==> src/rtl/muldiv_pkg.sv <==
`default_nettype none
// +----------------------------------------------------------------------------+
// | muldiv_pkg : shared types for the iterative M-extension multiply/divide    |
// | Revision   : 1.0                                                           |
// +----------------------------------------------------------------------------+
package muldiv_pkg;

  localparam int MULDIV_DW = 32;

  typedef enum logic [2:0] {
    OP_MUL    = 3'd0,
    OP_MULH   = 3'd1,
    OP_MULHSU = 3'd2,
    OP_MULHU  = 3'd3,
    OP_DIV    = 3'd4,
    OP_DIVU   = 3'd5,
    OP_REM    = 3'd6,
    OP_REMU   = 3'd7
  } muldiv_op_t;

  typedef enum logic [1:0] {
    ST_IDLE = 2'd0,
    ST_CALC = 2'd1,
    ST_FIX  = 2'd2,
    ST_DONE = 2'd3
  } muldiv_state_t;

endpackage : muldiv_pkg
`default_nettype wire

==> src/rtl/muldiv_unit.sv <==
`default_nettype none
// +----------------------------------------------------------------------------+
// | muldiv_unit : 32-iteration shift-add multiplier / restoring divider        |
// | Revision    : 1.0                                                          |
// +----------------------------------------------------------------------------+
module muldiv_unit
  import muldiv_pkg::*;
#(
  parameter int DATA_WIDTH = MULDIV_DW
) (
  input  logic                  clk,
  input  logic                  rst,
  input  logic                  start,
  input  logic                  flush,
  input  logic [2:0]            op,
  input  logic [DATA_WIDTH-1:0] a,
  input  logic [DATA_WIDTH-1:0] b,
  output logic [DATA_WIDTH-1:0] result,
  output logic                  done,
  output logic                  busy
);

  localparam int                  c_cnt_w    = $clog2(DATA_WIDTH);
  localparam logic [c_cnt_w-1:0]  c_last_cnt = c_cnt_w'(DATA_WIDTH - 1);
  localparam logic [DATA_WIDTH-1:0] c_min_int = {1'b1, {(DATA_WIDTH-1){1'b0}}};

  muldiv_state_t               r_state, w_next;
  muldiv_op_t                  r_op, w_op;
  logic [c_cnt_w-1:0]          r_cnt;
  logic [2*DATA_WIDTH-1:0]     r_acc, w_acc_nxt, w_prod;
  logic [DATA_WIDTH-1:0]       r_opb, r_result;
  logic                        r_neg_q, r_neg_r;

  logic                        w_accept, w_a_sgn, w_b_sgn, w_a_neg, w_b_neg;
  logic [DATA_WIDTH-1:0]       w_a_mag, w_b_mag, w_special_res, w_fix_res, w_quot, w_rem;
  logic                        w_div0, w_ovf, w_special, w_div_mode;
  logic [DATA_WIDTH:0]         w_lhs, w_rhs, w_sum;

  // Operand conditioning at accept: magnitudes plus the sign flags FIX needs.
  assign w_op      = muldiv_op_t'(op);
  assign w_accept  = (r_state == ST_IDLE) && start && !flush;
  assign w_a_sgn   = (w_op != OP_MULHU) && (w_op != OP_DIVU) && (w_op != OP_REMU);
  assign w_b_sgn   = w_a_sgn && (w_op != OP_MULHSU);
  assign w_a_neg   = w_a_sgn && a[DATA_WIDTH-1];
  assign w_b_neg   = w_b_sgn && b[DATA_WIDTH-1];
  assign w_a_mag   = w_a_neg ? -a : a;
  assign w_b_mag   = w_b_neg ? -b : b;
  assign w_div0    = op[2] && (b == '0);
  assign w_ovf     = ((w_op == OP_DIV) || (w_op == OP_REM)) && (a == c_min_int) && (b == '1);
  assign w_special = w_div0 || w_ovf;
  assign w_special_res = w_div0 ? (op[1] ? a : '1) : (op[1] ? '0 : c_min_int);

  // One shared adder: add multiplicand to upper half, or trial-subtract divisor.
  assign w_div_mode = (r_op == OP_DIV) || (r_op == OP_DIVU) || (r_op == OP_REM) || (r_op == OP_REMU);
  assign w_lhs = w_div_mode ? r_acc[2*DATA_WIDTH-1:DATA_WIDTH-1] : {1'b0, r_acc[2*DATA_WIDTH-1:DATA_WIDTH]};
  assign w_rhs = w_div_mode ? ~{1'b0, r_opb} : (r_acc[0] ? {1'b0, r_opb} : '0);
  assign w_sum = w_lhs + w_rhs + (DATA_WIDTH+1)'(w_div_mode);

  always_comb begin
    w_acc_nxt = {w_sum, r_acc[DATA_WIDTH-1:1]};
    if (w_div_mode) begin
      if (w_sum[DATA_WIDTH])
        w_acc_nxt = {r_acc[2*DATA_WIDTH-2:0], 1'b0};
      else
        w_acc_nxt = {w_sum[DATA_WIDTH-1:0], r_acc[DATA_WIDTH-2:0], 1'b1};
    end
  end

  assign w_prod = r_neg_q ? -r_acc : r_acc;
  assign w_quot = r_neg_q ? -r_acc[DATA_WIDTH-1:0] : r_acc[DATA_WIDTH-1:0];
  assign w_rem  = r_neg_r ? -r_acc[2*DATA_WIDTH-1:DATA_WIDTH] : r_acc[2*DATA_WIDTH-1:DATA_WIDTH];

  always_comb begin
    w_fix_res = w_prod[2*DATA_WIDTH-1:DATA_WIDTH];
    case (r_op)
      OP_MUL:                  w_fix_res = w_prod[DATA_WIDTH-1:0];
      OP_DIV, OP_DIVU:         w_fix_res = w_quot;
      OP_REM, OP_REMU:         w_fix_res = w_rem;
      default:                 w_fix_res = w_prod[2*DATA_WIDTH-1:DATA_WIDTH];
    endcase
  end

  always_ff @(posedge clk) begin
    if (rst) r_state <= ST_IDLE;
    else     r_state <= w_next;
  end

  always_comb begin
    w_next = r_state;
    case (r_state)
      ST_IDLE: if (w_accept) w_next = w_special ? ST_DONE : ST_CALC;
      ST_CALC: if (r_cnt == c_last_cnt) w_next = ST_FIX;
      ST_FIX:  w_next = ST_DONE;
      ST_DONE: w_next = ST_IDLE;
      default: w_next = ST_IDLE;
    endcase
    if (flush) w_next = ST_IDLE;
  end

  always_ff @(posedge clk) begin
    if (rst) begin
      r_op     <= OP_MUL;
      r_cnt    <= '0;
      r_acc    <= '0;
      r_opb    <= '0;
      r_neg_q  <= 1'b0;
      r_neg_r  <= 1'b0;
      r_result <= '0;
    end else if (w_accept) begin
      r_op    <= w_op;
      r_cnt   <= '0;
      r_acc   <= {{DATA_WIDTH{1'b0}}, w_a_mag};
      r_opb   <= w_b_mag;
      r_neg_q <= w_a_neg ^ w_b_neg;
      r_neg_r <= w_a_neg;
      if (w_special) r_result <= w_special_res;
    end else if (!flush && r_state == ST_CALC) begin
      r_acc <= w_acc_nxt;
      r_cnt <= r_cnt + 1'b1;
    end else if (!flush && r_state == ST_FIX) begin
      r_result <= w_fix_res;
    end
  end

  assign result = r_result;
  assign done   = (r_state == ST_DONE);
  assign busy   = (r_state != ST_IDLE);

endmodule : muldiv_unit
`default_nettype wire

==> config.mk <==
export PLATFORM = sky130hd
export DESIGN_NAME = muldiv_unit
export DESIGN_NICKNAME = d
export VERILOG_FILES = /design/src/rtl/muldiv_pkg.sv /design/src/rtl/muldiv_unit.sv
export SDC_FILE = /design/constraint.sdc
export NUM_CORES = 1
export LEC_CHECK = 0
export BUFFER_PORTS_ARGS = -buffer_cell sky130_fd_sc_hd__buf_2
export CAP_MARGIN = 20
export CORE_ASPECT_RATIO = 1.5
export CORE_MARGIN = 4
export CORE_UTILIZATION = 50
export DETAILED_ROUTE_END_ITERATION = 10
export GPL_ROUTABILITY_DRIVEN = 0
export PLACE_DENSITY = 0.68
export SYNTH_ARGS = -nofsm -noshare
export SYNTH_HDL_FRONTEND = slang
export SYNTH_SLANG_ARGS = --single-unit
==> constraint.sdc <==
create_clock -name clk -period 4.8 [get_ports clk]
set_input_delay 0.24 -clock clk [delete_from_list [all_inputs] [get_ports clk]]
set_output_delay 0.24 -clock clk [all_outputs]
set_load 0.05 [all_outputs]
# After elaboration in Yosys (flattened, before gate mapping)

Cells that the tools add are included.

Add/sub/neg operators: 8
$mul: 0
Div/mod/pow operators: 0
Order comparisons: 0
Equal/unequal tests: 20
Shift-type cells: 0
Multiplexer cells: 24
Bitwise logic cells: 2
Reductions and logical operators: 30

Operators by type and width:

| kind                   | number |
|---|---|
| $mux W32               | 14 |
| $mux W64               | 3 |
| $neg A32 Y32           | 4 |
| $pmux W32 S3           | 1 |
| $mux W33               | 2 |
| $eq A32 B32 Y1 const B | 2 |
| $neg A64 Y64           | 1 |
| $add A33 B1 Y33        | 1 |
| $add A33 B33 Y33       | 1 |
| $not A32 Y33           | 1 |
| $logic_not A32 Y1      | 1 |
| $eq A3 B3 Y1 const B   | 6 |
| $logic_and A1 B1 Y1    | 12 |
| $pmux W2 S4            | 1 |
| $reduce_or A2 Y1       | 4 |
| $mux W2                | 3 |
| $ne A2 B2 Y1 const B   | 3 |
| $ne A3 B2 Y1 const B   | 2 |
| $ne A3 B3 Y1 const B   | 2 |
| $reduce_bool A2 Y1     | 3 |
| $add A5 B1 Y5 const B  | 1 |
| $eq A5 B5 Y1 const B   | 1 |
| $logic_or A1 B1 Y1     | 5 |
| $eq A2 B2 Y1 const B   | 2 |
| 8 further kinds        | 8 |

Flip-flop bits (word level): 140
Latch bits: 0
Bits in writable memories: 0
ROM bits: 0
Input bits: 71
Output and inout port bits: 34
Logic and storage cells: 93
Memories kept: 0

# Depth between registers and ports, before layout

Gate-level depths: netlist (run 1).

Depth after elaboration: 11
Mapped depth: 19
Mapped depth without buffers: 13

# Worst setup path after synthesis (run 1)

OpenSTA, ideal clock, no wires.

Path kind: reg2reg
Start: register r_op[2]
End: register r_acc[42]
Setup time: 0.058 ns
Arrival: 4.409 ns
Data required time: 4.742 ns
Path slack: 0.333 ns
Stages on the path, launching flop included: 17
Path buffers: 6
Period minus slack after synthesis: 4.467 ns
Path through: dfxtp_1 buf_1 clkbuf_1 buf_1 mux2_2 ha_1 clkbuf_1 nand4_1 or2_2 or4_1 nor3_1 or3_1 clkbuf_1 clkbuf_1 nand2_1 a311oi_1 a31o_2

Word-level cells in the longest chain between the ends: 9
Elaborated cells between the ends (all ways): 13
Classes of those cells: add/sub (2); eq/ne (4); mux (4); reduce/logical (3)

RTL lines:

| what                             | RTL line                             | RTL |
|---|---|---|
| start: declaration               | muldiv_unit.sv:28                    | `muldiv_op_t r_op, w_op;` |
| start signal: assignment         | muldiv_unit.sv:110                   | `r_op <= w_op;` |
| $eq A3 B3 Y1                     | muldiv_unit.sv:54                    | `assign w_div_mode = (r_op == OP_DIV) \|\| (r_op == OP_DIVU) \|\| (r_op == OP_REM) \|\| (r_op == OP_REMU);` |
| $logic_or A1 B1 Y1 (2 in series) | muldiv_unit.sv:54                    |  |
| $logic_or A1 B1 Y1 *             | muldiv_unit.sv:54                    |  |
| $mux W33 (on tied branches)      | muldiv_unit.sv:55, muldiv_unit.sv:56 |  |
| $add A33 B33 Y33                 | muldiv_unit.sv:57                    | `assign w_sum = w_lhs + w_rhs + (DATA_WIDTH+1)'(w_div_mode);` |
| $add A33 B1 Y33                  | muldiv_unit.sv:57                    |  |
| $mux W64                         | muldiv_unit.sv:62                    | `if (w_sum[DATA_WIDTH])` |
| $mux W64 *                       | muldiv_unit.sv:61                    | `if (w_div_mode) begin` |
| end signal: assignment           | muldiv_unit.sv:112                   | `r_acc <= {{DATA_WIDTH{1'b0}}, w_a_mag};` |
| end signal: assignment           | muldiv_unit.sv:118                   | `r_acc <= w_acc_nxt;` |
| end: declaration                 | muldiv_unit.sv:30                    | `logic [2*DATA_WIDTH-1:0] r_acc, w_acc_nxt, w_prod;` |

Every way passes the cells marked *; elsewhere a longest branch is shown, timed or not.
A chain may end at the register's enable or synchronous reset.

# Final worst setup path (run 1)

Start: register r_op[2]
End: register r_acc[35]

The elaborated chain is that of the path after synthesis.

==> impl_metrics.sql, run 1 <==
INSERT INTO impl_metrics (metric_group, metric, value, unit) VALUES
('run_status', 'status', 'finished clean', ''),
('timing', 'max_slew.worst_pin.slew', '1.131', 'ns'),
('synthesis', 'synth.avg_cell_area', '7.251', 'um2'),
('timing', 'fin_worst_skew', '0.01203', 'ns'),
('finish', 'layout.cells.non_filler', '2139', ''),
('detailed_routing', 'dr.first_iter.drc_count', '1172', ''),
('power_and_ir_drop', 'total_switching_power', '1.240', 'mW'),
('floorplanning', 'initial_utilization', '0.5077', ''),
('synthesis', 'synth.yosys.seq_area_share', '0.2143', ''),
('power_and_ir_drop', 'static_power_due_to_leakage', '5.232', 'nW'),
('setup_path', 'timing.rr.end', 'r_acc[35]', ''),
('floorplanning', 'core_area', '25760', 'um2'),
('timing', 'report.final.setup_viol', '0', ''),
('global_route', 'grt_use_total', '0.3036', ''),
('setup_path', 'crit_arrival', '4.72', 'ns'),
('global_route', 'grt_pass1_wl', '70.90', 'mm'),
('setup_path', 'cp_data_required_time', '5.18', 'ns'),
('detailed_routing', 'met3_length', '2.556', 'mm'),
('timing', 'layout_setup_ws', '0.4605', 'ns'),
('timing', 'maxSlewHeadroom', '0.2463', ''),
('detailed_routing', 'route.final.wire_length', '45.08', 'mm'),
('timing', 'fmaxAchievable', '0.2304', 'GHz'),
('synthesis', 'mappedNetlistArea', '13080', 'um2'),
('finish', 'nets', '1909', ''),
('power_and_ir_drop', 'pwr-share-comb', '0.254', ''),
('timing', 'min_period_over_period', '0.9041', ''),
('detailed_routing', 'antenna_nets_post_route', '0', ''),
('power_and_ir_drop', 'post-layout-total-power', '3.549', 'mW'),
('synthesis', 'synth_largest_area_cell', 'dfxtp_1', ''),
('synthesis', 'postSynth.topFlopCell', 'dfxtp_1', ''),
('synthesis', 'ys_types', '75', ''),
('clocking', 'cts-resized-gates', '0', ''),
('synthesis', 'postSynthCellCount', '1804', ''),
('synthesis', 'ys_async_sr_fraction', '0', ''),
('finish', 'layout-drive-gt1-share', '0.1318', ''),
('detailed_routing', 'avgRoutedWirePerCell', '21.08', 'um'),
('floorplanning', 'io_pins', '105', ''),
('power_and_ir_drop', 'power_frac_seq', '0.365', ''),
('detailed_routing', 'maxUsedRoutingLayer', 'met4', ''),
('floorplanning', 'row_count', '72', ''),
('setup_path', 'critPathLaunchType', 'flop', ''),
('setup_path', 'worstSetupStartpoint', 'r_op[2]', ''),
('timing', 'timing.setup.tns', '0', 'ns'),
('clocking', 'path_clk_slew', '0.07', 'ns'),
('run', 'cap_viol_max_count', '0', ''),
('synthesis', 'number_of_enable_type_register_cells_in_the_synthesized_netlist', '0', ''),
('synthesis', 'synth.area.top_cells', 'dfxtp_1 (21%), a211oi_1 (5.5%), xor2_1 (5.4%)', ''),
('clocking', 'cts_made_buffers', '17', ''),
('setup_path', 'worstSetupEndpoint', 'r_acc[35]', ''),
('synthesis', 'ys_ff_latch', '140', ''),
('power_and_ir_drop', 'vdd.ir_drop.worst', '221.9', 'uV'),
('global_route', 'gr_ovfl_total', '0', ''),
('place', 'count_of_placed_standard_cells_including_taps', '2108', ''),
('setup_path', 'timing.rr.start', 'r_op[2]', ''),
('finish', 'area_growth_syn_to_layout', '8.378', '%'),
('clocking', 'cts_post_setup_buffers_inserted', '0', ''),
('global_route', 'grt_start_max_net_pins', '110', ''),
('detailed_routing', 'wl_met2', '22.05', 'mm'),
('floorplanning', 'die_height', '206.1', 'um'),
('clocking', 'hold_buffers', '0', ''),
('timing', 'unrepaired_setup_endpoints_after_global_routing', 'false', ''),
('place', 'placed_wire_length_estimate_after_detailed_placement', '33.89', 'mm'),
('detailed_routing', 'total_drc_errors_in_the_routed_layout', '0', ''),
('global_route', 'vias_in_the_first_global_route', '13210', ''),
('timing', 'worst_hold_slack', '0.06335', 'ns'),
('power_and_ir_drop', 'internal_power', '2.309', 'mW'),
('clocking', 'h-tree-depth', '4', ''),
('setup_path', 'worst-path-max-fanout', '109', ''),
('place', 'port-buffer-count', '104', ''),
('synthesis', 'ys_top_cells_by_count', 'nor2_1 (184), nand2_1 (159), dfxtp_1 (140), o21ai_0 (138), clkbuf_1 (132)', ''),
('global_route', 'number_of_antenna_violations_at_the_first_check_in_global_routing', '0', '');
## layer usage
metal  global-route usage  up-vias
met2               0.5279      639
li1                     -     6655
met1               0.3387     6467
met3              0.03819      167
met5                    0        -
met4               0.2240        0
## power groups by stage
stage / Sequential (mW) / Combinational (mW) / Clock [mW]
6_report: 1.29 / 0.901 / 1.35
5_1_grt: 1.30 / 0.978 / 1.41
4_1_cts: 1.29 / 0.885 / 1.37
3_5_place_dp: 1.32 / 0.880 / 0
3_3_place_gp: 1.32 / 0.870 / 0
2_1_floorplan: 1.27 / 0.657 / 0
## cells in the final DEF (no fill, tap or decap), types with 8 or more instances in the layout
| cell type | netlist | final |
|---|---|---|
| a211oi_1 | 95 | 95 |
| a21o_1 | 17 | 17 |
| a21oi_1 | 111 | 111 |
| a221oi_1 | 15 | 15 |
| a22oi_1 | 9 | 9 |
| a311oi_1 | 26 | 26 |
| a31o_2 | 15 | 15 |
| a31oi_1 | 11 | 11 |
| and3_1 | 8 | 8 |
| buf_2 | 8 | 103 |
| buf_4 | 2 | 35 |
| clkbuf_16 | 0 | 17 |
| dfxtp_1 | 140 | 138 |
| ha_1 | 42 | 42 |
| inv_1 | 32 | 31 |
| mux2_2 | 29 | 29 |
| mux2i_1 | 38 | 38 |
| nand2_1 | 159 | 159 |
| nand2b_1 | 18 | 17 |
| nand3_1 | 56 | 56 |
| nand4_1 | 20 | 20 |
| nor2_1 | 184 | 184 |
| nor2b_1 | 10 | 9 |
| nor3_1 | 54 | 53 |
| nor4_1 | 20 | 20 |
| o211ai_1 | 11 | 11 |
| o21a_1 | 13 | 13 |
| o21ai_0 | 138 | 137 |
| o221ai_1 | 11 | 11 |
| o22ai_1 | 35 | 35 |
| o31ai_1 | 28 | 28 |
| o41ai_1 | 14 | 14 |
| or2_2 | 8 | 8 |
| or3_1 | 23 | 23 |
| or4_1 | 22 | 22 |
| xnor2_1 | 75 | 75 |
| xor2_1 | 80 | 80 |
## flip-flops by register name (all words and copies together), names as in the netlist
name and count:
result 32, r_state 2, r_op 3, r_neg_r 1, r_neg_q 1, r_opb 32, r_cnt 5, r_acc 64
## worst min-delay path by stage
stage / from / endpoint / cells past startpoint
floorplan: flush / r_state[0] / 1
global placement: result[8] / result[8] / 2
detailed placement: result[10] / result[10] / 2
CTS: flush / r_state[0] / 2
global route: op[0] / r_op[0] / 3
finish: flush / r_state[0] / 2
## final cells by class
type | count | area [um2]
clock buffers | 17 | 425.4
clock inverters | 14 | 160.2
fillers | 2530 | 11590
inverters | 33 | 123.9
multi-input cells | 1463 | 9445
flip-flops and latches | 140 | 2808
well taps | 333 | 416.7
repair buffers | 139 | 798.3
## kinds of logic (layout without fill, tap and decap cells)
family / Yosys count / in the layout / share of synthesized area
xor+xnor: 155 / 155 / 0.1038
compound gates: 585 / 585 / 0.2959
fa+ha+maj: 44 / 44 / 0.04323
simple gates: 612 / 612 / 0.2234
mux: 67 / 67 / 0.05404
flops: 140 / 140 / 0.2143
buf+inv: 201 / 203 / 0.06533
## critical path: stages (launching register included)
cell,delay [ns]
dfxtp_4,0.38
buf_12,0.42
mux2_2,0.41
ha_1,0.40
a21oi_1,0.34
o211ai_1,0.19
a221oi_1,0.42
o21ai_0,0.18
a211oi_1,0.33
or3_1,0.38
buf_4,0.23
nand2_1,0.06
a311oi_1,0.29
a31o_2,0.15
Note: power is estimated with default switching activity, not from simulation.
==> run 2, diff against run 1 <==
- REMOVE_ABC_BUFFERS: unset -> 1
==> impl_metrics.sql, run 2 (synthesis gave the netlist of run 1 again) <==
INSERT INTO impl_metrics (metric_group, metric, value, unit) VALUES
('timing', 'max_slew.worst_pin.slew', '0.9553', 'ns'),
('timing', 'fin_worst_skew', '0.009922', 'ns'),
('timing', 'min_period_over_period', '0.8867', ''),
('place', 'placed_wire_length_estimate_after_detailed_placement', '32.30', 'mm'),
('finish', 'num_antenna_cells', '0', ''),
('detailed_routing', 'antenna_nets_post_route', '0', ''),
('detailed_routing', 'routed_via_density', '6.497', ''),
('clocking', 'clock_tree.buffer_depth', '2', ''),
('floorplanning', 'io_pins', '105', ''),
('clocking', 'clock_tree.root_cell', 'clkbuf_16', ''),
('finish', 'max_flop_register', 'r_acc', ''),
('finish', 'layout.cells.non_filler', '2143', ''),
('setup_path', 'worst-path-max-fanout', '11', ''),
('timing', 'report.final.setup_viol', '0', ''),
('finish', 'final_area', '14280', 'um2'),
('setup_path', 'worst_reg2reg_path_length_in_cells', '14', ''),
('floorplanning', 'die-width', '140.1', 'um'),
('finish', 'nets', '1912', ''),
('setup_path', 'r2r_setup_slack', '0.54', 'ns'),
('global_route', 'gr_ovfl_total', '0', ''),
('clocking', 'path_clk_slew', '0.06', 'ns'),
('setup_path', 'path_class', 'reg2reg', ''),
('timing', 'unrepaired_setup_endpoints_after_global_routing', 'false', ''),
('clocking', 'tritoncts_num_sinks', '140', ''),
('clocking', 'cts-resized-gates', '0', ''),
('clocking', 'cts_made_buffers', '17', ''),
('global_route', 'grt_pass1_wl', '69.75', 'mm'),
('timing', 'fmaxAchievable', '0.2349', 'GHz'),
('place', 'count_of_placed_standard_cells_including_taps', '2110', ''),
('place', 'cell_area_after_placement', '13630', 'um2'),
('detailed_routing', 'avgRoutedWirePerCell', '20.46', 'um'),
('finish', 'max_ffs_per_register', '64', ''),
('setup_path', 'timing.rr.start', 'r_op[2]', ''),
('power_and_ir_drop', 'power.density', '252.9', 'nW/um2'),
('global_route', 'grt_use_total', '0.2971', ''),
('detailed_routing', 'num_vias', '13920', ''),
('clocking', 'h-tree-depth', '4', ''),
('setup_path', 'worstSetupEndpoint', 'r_acc[37]', ''),
('timing', 'timing_hold_violations_final', '0', ''),
('floorplanning', 'core_area', '25760', 'um2'),
('floorplanning', 'die_outline_area', '28870', 'um2'),
('setup_path', 'cp_data_required_time', '5.13', 'ns'),
('worst_hold_path', 'min_path_type', 'in2reg', ''),
('global_route', 'vias_in_the_first_global_route', '13340', ''),
('place', 'port-buffer-count', '104', ''),
('timing', 'period_needed', '4.256', 'ns'),
('finish', 'mostFrequentLayoutCell', 'nor2_1', ''),
('timing', 'final_max_slew_viol_count', '0', ''),
('power_and_ir_drop', 'static_power_due_to_leakage', '5.276', 'nW'),
('run', 'cap_viol_max_count', '0', ''),
('global_route', 'number_of_antenna_violations_at_the_first_check_in_global_routing', '0', ''),
('clocking', 'worstSkewPairLatency', '0.45', 'ns'),
('floorplanning', 'initial_utilization', '0.5077', ''),
('timing', 'timing.setup.tns', '0', 'ns'),
('clocking', 'cts_tree', 'done', ''),
('setup_path', 'crit_arrival', '4.59', 'ns'),
('run_status', 'status', 'finished clean', ''),
('detailed_routing', 'drt-pass1-iter-count', '6', ''),
('clocking', 'hold_buffers', '0', ''),
('power_and_ir_drop', 'vdd.ir_drop.worst', '300.9', 'uV'),
('setup_path', 'critPathCaptureType', 'flop', ''),
('finish', 'fillers', '2488', ''),
('detailed_routing', 'dr.first_iter.drc_count', '1235', ''),
('detailed_routing', 'total_drc_errors_in_the_routed_layout', '0', ''),
('finish', 'layout.cells.most_common_list', 'nor2_1 (184), nand2_1 (159), dfxtp_1 (138), o21ai_0 (137), a21oi_1 (111)', ''),
('timing', 'maxSlewHeadroom', '0.3632', ''),
('global_route', 'grt_start_max_net_pins', '154', ''),
('finish', 'area_growth_syn_to_layout', '9.163', '%'),
('detailed_routing', 'route.final.wire_length', '43.84', 'mm'),
('finish', 'layout.core_utilization', '0.5542', ''),
('floorplanning', 'row_count', '72', ''),
('timing', 'worst_hold_slack', '0.07807', 'ns'),
('clocking', 'cts_post_setup_buffers_inserted', '0', ''),
('finish', 'layout-drive-gt1-share', '0.1337', ''),
('setup_path', 'critPathLaunchType', 'flop', ''),
('floorplanning', 'die_height', '206.1', 'um'),
('setup_path', 'worstSetupStartpoint', 'r_op[2]', ''),
('setup_path', 'timing.rr.end', 'r_acc[37]', '');
[run 2: changes by cell type in the layout (fill, tap and decap cells not counted), sizes merged]
cell,delta
clkinvlp,+2
inv,-6
clkbuf,+2
buf,+3
bufinv,+1
clkinv,+2
[run 2: worst min path at each step]
stage	end	cells past startpoint	startpoint
2_1_floorplan	r_neg_r	1	rst
3_3_place_gp	result[12]	2	result[12]
3_5_place_dp	result[4]	2	result[4]
4_1_cts	r_opb[0]	3	b[0]
5_1_grt	r_state[1]	2	flush
6_report	r_opb[0]	3	b[0]
[run 2: area by class of cell]
class / count / area, um2 / area share
inverters: 33 / 123.9 / 0.008674
clock buffers: 19 / 464.2 / 0.03251
flip-flops and latches: 140 / 2808 / 0.1966
clock inverters: 13 / 163.9 / 0.01148
well taps: 333 / 416.7 / 0.02918
multi-input cells: 1463 / 9445 / 0.6614
repair buffers: 142 / 858.3 / 0.06011
[run 2: where the power goes]
part           total [mW]  internal, mW  switching [mW]
clock                1.42         0.862           0.560
sequential           1.29          1.21          0.0760
combinational       0.901         0.328           0.573
[run 2: metrics by stage]
step	setup slack [ns]	power (mW)
6_report	0.5437	3.612
2_1_floorplan	-8.641	1.900
3_3_place_gp	0.7494	2.172
4_1_cts	0.5986	3.603
3_5_place_dp	0.6451	2.185
5_1_grt	0.4099	3.771
[run 2: metal layers]
metal  GRT usage  share of wire
met5           0              0
met4      0.1866          0.059
met3     0.04560          0.065
met2      0.5174           0.49
met1      0.3390           0.38
[run 2: worst max-delay path: stages (launching register included)]
cell and delay [ns]:
dfxtp_4 0.37, inv_2 0.14, mux2_2 0.36, fa_1 0.40, fa_1 0.42, nor2b_1 0.19, o31ai_1 0.14, a211o_1 0.32
a31oi_1 0.41, a211oi_1 0.20, or3_1 0.52, buf_4 0.23, nand2_1 0.07, a311oi_1 0.10, a31o_2 0.25
